===== config.mk =====
export PLATFORM = sky130hd
export DESIGN_NAME = alu_multicycle_flat
export DESIGN_NICKNAME = d
export VERILOG_FILES = /design/src/rtl/alu_multicycle_if.sv /design/src/rtl/alu_multicycle.sv /design/src/flat_wrapper.sv
export SDC_FILE = /design/constraint.sdc
export NUM_CORES = 1
export LEC_CHECK = 0
export ABC_AREA = 1
export BUFFER_PORTS_ARGS = -buffer_cell sky130_fd_sc_hd__buf_2
export CAP_MARGIN = 20
export CORE_MARGIN = 8
export CORE_UTILIZATION = 30
export CTS_CLUSTER_SIZE = 20
export DETAILED_ROUTE_END_ITERATION = 10
export MAX_ROUTING_LAYER = met4
export SLEW_MARGIN = 20
export SYNTH_ARGS = -nofsm -noshare
export SYNTH_HDL_FRONTEND = slang
export SYNTH_SLANG_ARGS = --single-unit

===== constraint.sdc =====
create_clock -name clk_i -period 2.38 [get_ports clk_i]
set_clock_uncertainty 0.1 [all_clocks]
set_input_delay 0.119 -clock clk_i [delete_from_list [all_inputs] [get_ports clk_i]]
set_output_delay 0.119 -clock clk_i [all_outputs]
set_load 0.005 [all_outputs]

===== src/rtl/alu_multicycle_if.sv =====
// alu_multicycle_if: request/response bundle between the EX stage and the multicycle ALU
interface alu_multicycle_if #(parameter int WIDTH = 32);
  logic             valid_i;
  logic [2:0]       ALUCtrl_i;
  logic [WIDTH-1:0] data1_i;
  logic [WIDTH-1:0] data2_i;
  logic             flush_i;
  logic             ready_o;
  logic             busy_o;
  logic             done_o;
  logic [WIDTH-1:0] data_o;
  logic             zero_o;
  logic             illegal_o;
  modport master (output valid_i, ALUCtrl_i, data1_i, data2_i, flush_i,
                  input ready_o, busy_o, done_o, data_o, zero_o, illegal_o);
  modport slave (input valid_i, ALUCtrl_i, data1_i, data2_i, flush_i,
                 output ready_o, busy_o, done_o, data_o, zero_o, illegal_o);
endinterface


===== src/rtl/alu_multicycle.sv =====
// alu_multicycle: single-cycle add/sub/and/or plus an iterative shift-add multiply with flush
module alu_multicycle #(
  parameter int WIDTH = 32
) (
  input logic              clk_i,
  input logic              rst_i,
  alu_multicycle_if.slave  bus
);
  localparam logic [0:0] IDLE = 1'b0;
  localparam logic [0:0] MUL  = 1'b1;
  localparam int CW = $clog2(WIDTH + 1);
  localparam logic [2:0] OP_ADD = 3'b010, OP_SUB = 3'b110, OP_AND = 3'b000, OP_OR = 3'b001, OP_MUL = 3'b111;
  logic [0:0]       state;
  logic [WIDTH-1:0] mcand, mplier, acc, data, res, acc_next;
  logic [CW-1:0]    cnt;
  logic             done, zero, illegal, accept, legal;
  assign accept   = bus.valid_i && state == IDLE && !bus.flush_i;
  assign legal    = bus.ALUCtrl_i inside {OP_ADD, OP_SUB, OP_AND, OP_OR};
  assign res      = bus.ALUCtrl_i == OP_ADD ? bus.data1_i + bus.data2_i :
                    bus.ALUCtrl_i == OP_SUB ? bus.data1_i - bus.data2_i :
                    bus.ALUCtrl_i == OP_AND ? bus.data1_i & bus.data2_i :
                    bus.ALUCtrl_i == OP_OR  ? bus.data1_i | bus.data2_i : '0;
  assign acc_next = mplier[0] ? acc + mcand : acc;
  always_ff @(posedge clk_i) begin
    if (rst_i) begin
      state   <= IDLE;
      mcand   <= '0;
      mplier  <= '0;
      acc     <= '0;
      cnt     <= '0;
      data    <= '0;
      zero    <= 1'b1;
      done    <= 1'b0;
      illegal <= 1'b0;
    end else begin
      done    <= 1'b0;
      illegal <= 1'b0;
      if (state == IDLE) begin
        if (accept && bus.ALUCtrl_i == OP_MUL) begin
          mcand  <= bus.data1_i;
          mplier <= bus.data2_i;
          acc    <= '0;
          cnt    <= '0;
          state  <= MUL;
        end else if (accept) begin
          data    <= res;
          zero    <= res == '0;
          done    <= 1'b1;
          illegal <= !legal;
        end
      end else if (bus.flush_i) begin
        state <= IDLE;
      end else begin
        acc    <= acc_next;
        mcand  <= mcand << 1;
        mplier <= mplier >> 1;
        cnt    <= cnt + 1'b1;
        // Final iteration publishes the accumulator including this cycle's partial product
        if (cnt == CW'(WIDTH - 1)) begin
          data  <= acc_next;
          zero  <= acc_next == '0;
          done  <= 1'b1;
          state <= IDLE;
        end
      end
    end
  end
  assign bus.ready_o   = state == IDLE;
  assign bus.busy_o    = state != IDLE;
  assign bus.done_o    = done;
  assign bus.data_o    = data;
  assign bus.zero_o    = zero;
  assign bus.illegal_o = illegal;
endmodule


===== src/flat_wrapper.sv =====
// flat-port wrapper written by rule: the top's interface ports become plain ports
module alu_multicycle_flat 
#(
  parameter int WIDTH = 32
)
  (clk_i, rst_i, bus_valid_i, bus_ALUCtrl_i, bus_data1_i, bus_data2_i, bus_flush_i, bus_ready_o, bus_busy_o, bus_done_o, bus_data_o, bus_zero_o, bus_illegal_o);
  alu_multicycle_if #(.WIDTH(WIDTH)) bus_i ();
  input logic clk_i;
  input logic rst_i;
  input wire logic [$bits(bus_i.valid_i)-1:0] bus_valid_i;
  input wire logic [$bits(bus_i.ALUCtrl_i)-1:0] bus_ALUCtrl_i;
  input wire logic [$bits(bus_i.data1_i)-1:0] bus_data1_i;
  input wire logic [$bits(bus_i.data2_i)-1:0] bus_data2_i;
  input wire logic [$bits(bus_i.flush_i)-1:0] bus_flush_i;
  output wire logic [$bits(bus_i.ready_o)-1:0] bus_ready_o;
  output wire logic [$bits(bus_i.busy_o)-1:0] bus_busy_o;
  output wire logic [$bits(bus_i.done_o)-1:0] bus_done_o;
  output wire logic [$bits(bus_i.data_o)-1:0] bus_data_o;
  output wire logic [$bits(bus_i.zero_o)-1:0] bus_zero_o;
  output wire logic [$bits(bus_i.illegal_o)-1:0] bus_illegal_o;
  assign bus_i.valid_i = bus_valid_i;
  assign bus_i.ALUCtrl_i = bus_ALUCtrl_i;
  assign bus_i.data1_i = bus_data1_i;
  assign bus_i.data2_i = bus_data2_i;
  assign bus_i.flush_i = bus_flush_i;
  assign bus_ready_o = bus_i.ready_o;
  assign bus_busy_o = bus_i.busy_o;
  assign bus_done_o = bus_i.done_o;
  assign bus_data_o = bus_i.data_o;
  assign bus_zero_o = bus_i.zero_o;
  assign bus_illegal_o = bus_i.illegal_o;
  alu_multicycle #(.WIDTH(WIDTH)) u_core (.clk_i(clk_i), .rst_i(rst_i), .bus(bus_i));
endmodule

==> results_dict.tcl <==
set metrics [dict create \
    rsz0062_at_grt "true" \
    dieArea_mm2 0.05619 \
    grt_pass1_vias 18090 \
    power_mw 8.463 \
    die_h_um 237.0 \
    synth_area_mm2 0.01466 \
    cpPeakStageDelay_ns 0.41 \
    hold_class "input port to flop" \
    first_pass_iters 5 \
    status "finished with violations" \
    grt_first_pass_wirelength_um 99430 \
    grt.overflow.total 0 \
    drv_cap 0 \
    crit_buf_inv 2 \
    numPortBuffers 107 \
    leakage_nw 11.48 \
    via_per_inst 4.849 \
    ff2ff_setup_slack_ns -0.12 \
    hold-path-endpoint "u_core.mcand[11]" \
    clk_path_buf_depth 2 \
    fin_crit_sh_pct 104.9 \
    synth-seq-cells 138 \
    r2r-start "u_core.mcand[0]" \
    critPathMostFrequentCell "nand2_1" \
    hold-worst-slack_ns 0.05434 \
    grt_max_degree 99 \
    max-slew-margin-rel_pct 56.54 \
    period_needed_ns 2.497 \
    fin_ws_ns -0.1171 \
    worstPathRequired_ns 2.72 \
    seqCellArea_mm2 0.002810 \
    final_util_pct 44.13 \
    vias 18760 \
    post-place-ws_ns -0.5830 \
    coreArea_mm2 0.04855 \
    antenna_found_initial 1 \
    synth_top_area_share_pct 23.92 \
    grt_usage_pct 23.07 \
    routed_wire_length_per_instance_um 16.60 \
    cts_tree "built" \
    clkLatencyLatePin_ns 0.50 \
    endpoint_kind "flop" \
    synthesis.nets 2848 \
    tightest_slew_ns 0.6512 \
    yosysSeqAreaShare_pct 18.85 \
    syn_to_final_growth_pct 46.15 \
    clkTransAtPathRegs_ns 0.08 \
    setup_viol 5 \
    drive_above_1_share_pct 25.79 \
    violations "negative setup slack" \
    ant_nets 0 \
    yosys.area.top_type "nand2_1" \
    crit_family "simple AND/OR/NAND/NOR gates" \
    synthTopCellsByArea "nand2_1 24%, dfxtp_1 19%, inv_1 11%" \
    criticalPathCategory "flop to flop" \
    fillCellCount 5181 \
    cts_inserted_buffers 17 \
    p_sw_mw 3.084 \
    die_w_um 237.0 \
    max_freq_mhz 400.5 \
    cp-start-kind "flop" \
    multi_input_area_mm2 0.01056 \
    worst-r2r-cell-count 17 \
    reg2reg_to "u_core.bus.zero_o" \
    io_pins 108 \
    dp_hpwl_um 51570 \
    wl_um 64190 \
    clock-sinks 138 \
    start_util_pct 30.19 \
    irDropWorstVdd_mv 0.3195 \
    slowest_stage "fa_2" \
    p_int_mw 5.379 \
    powerDensity_mw_per_mm2 395.1 \
    h-tree-depth 4 \
    drc 0 \
    layout_common_cells "888 x nand2_1, 492 x buf_4, 422 x inv_1, 184 x nor2_1, 160 x nand3_1" \
    pwr-share-comb_pct 35.3 \
    final_nets 3433 \
    path_cells "ha_4, fa_2, buf_4, nand3_1, nand3b_1, buf_4, nor2_1, o21ai_1, nand2_1, nand2_1, nor2_1, nand2_1, nor2_2, nand4_1, nand2_1, nand2_1, nand2_1" \
    cts_root_buffer "clkbuf_16" \
    pwr-share-clk_pct 35.4 \
    hold_viol 0 \
    crit_fanout 3 \
    netlist_instances 2647 \
    mostFrequentLayoutCell "nand2_1" \
    worstPathArrival_ns 2.84 \
    p_sw_share_pct 36.44 \
    slew_violations 0 \
    min_path_cells 4 \
    yosysWarningCount 0 \
    drtIter0Drc 1534 \
    hp-start "bus_data1_i[11]" \
    synth_cell_types 37 \
    globalplace.congestion 1.025 \
    synth_area_per_cell_um2 5.538 \
    num_rows 81 \
    p_seq_share_pct 29.2 \
]
-- routing by layer --
metal,GRT usage (%),share of wire [%],wire length [um]
met5,-,0,0
met4,8.575,3.7,2383
met3,2.883,5.0,3214
met2,38.75,47,30350
met1,28.10,44,28240
-- synthesized netlist by cell type, drive strengths merged --
master / count
nand2: 936
inv: 432
nor2: 207
nand3: 177
o21ai: 160
dfxtp: 138
ha: 127
a21oi: 122
a31oi: 80
clkbuf: 62
buf: 41
nand4: 32
o22ai: 22
nor3: 20
o21bai: 17
nand3b: 15
or2: 14
o211ai: 11
xor2: 8
xnor2: 6
clkinv: 3
fa: 3
o221ai: 3
a21boi: 2
and2: 2
nor3b: 2
nor4: 2
a211oi: 1
a22oi: 1
and3: 1
-- flip-flops by register name, summed over array words and instances (netlist names) --
register	cells
u_core.acc	32
u_core.bus.busy_o	1
u_core.bus.data_o	32
u_core.bus.done_o	1
u_core.bus.illegal_o	1
u_core.bus.zero_o	1
u_core.cnt	6
u_core.mcand	32
u_core.mplier	32
-- power groups by stage --
| stage | registers, mW | clock network [mW] | logic [mW] |
|---|---|---|---|
| finish | 2.47 | 3.00 | 2.99 |
| global route | 2.48 | 3.14 | 3.28 |
| CTS | 2.47 | 3.04 | 2.91 |
| detailed placement | 2.51 | 0 | 2.79 |
| global placement | 2.51 | 0 | 2.79 |
| floorplan | 2.50 | 0 | 1.38 |
-- repair_timing --
action                     CTS  global route
setup buffers                2             3
hold buffers                60             0
resized for setup           89           109
hold endpoints to repair    60             0
setup endpoints to repair   29            34
pin swaps                   11            48
-- per-stage QoR --
step / TNS [ns] / cell area [um^2] / std cells
after floorplan: 0 / 14660 / 2647
after global placement: -5.283 / 19380 / 3770
after detailed placement: -5.498 / 19380 / 3770
after CTS: -0.05783 / 21050 / 3864
after global routing: -1.726 / 21420 / 3868
final: -0.3768 / 21420 / 3868
-- final cells by class --
type | count | share of cell area [%]
multi-input cells | 1971 | 49.28
repair buffers | 669 | 23.44
flip-flops and latches | 138 | 13.12
inverters | 435 | 7.646
well taps | 622 | 3.633
clock buffers | 18 | 2.003
clock inverters | 14 | 0.8703
diodes | 1 | 0.01168
-- worst reg2reg max path, stage by stage (launching register included) --
cell and delay (ns):
dfxtp_2 0.34, ha_4 0.17, fa_2 0.42, buf_4 0.16
nand3_1 0.07, nand3b_1 0.11, buf_4 0.15, nor2_1 0.08
o21ai_1 0.08, nand2_1 0.10, nand2_1 0.07, nor2_1 0.09
nand2_1 0.07, nor2_2 0.14, nand4_1 0.11, nand2_1 0.09
nand2_1 0.05, nand2_1 0.06
-- logic make-up after synthesis --
| family | count (synthesis) | synth area share, % |
|---|---|---|
| compound gates | 419 | 15.80 |
| xor+xnor | 14 | 0.8366 |
| fa+ha+maj | 130 | 11.25 |
| buf+inv | 538 | 14.17 |
| flops | 138 | 18.85 |
| simple gates | 1408 | 39.10 |
-- how the worst max path moves through the flow --
stage / from / endpoint / slack, ns / cells after the start
floorplan: u_core.acc[0] / u_core.bus.zero_o / 0.04 / 19
global placement: bus_data2_i[6] / u_core.bus.zero_o / -0.58 / 20
detailed placement: bus_data2_i[2] / u_core.bus.zero_o / -0.58 / 20
CTS: u_core.mcand[10] / u_core.bus.zero_o / -0.03 / 18
global route: u_core.mcand[10] / u_core.bus.zero_o / -0.26 / 16
finish: u_core.mcand[0] / u_core.bus.zero_o / -0.12 / 17
No activity file was read; power rests on OpenSTA's default activity.
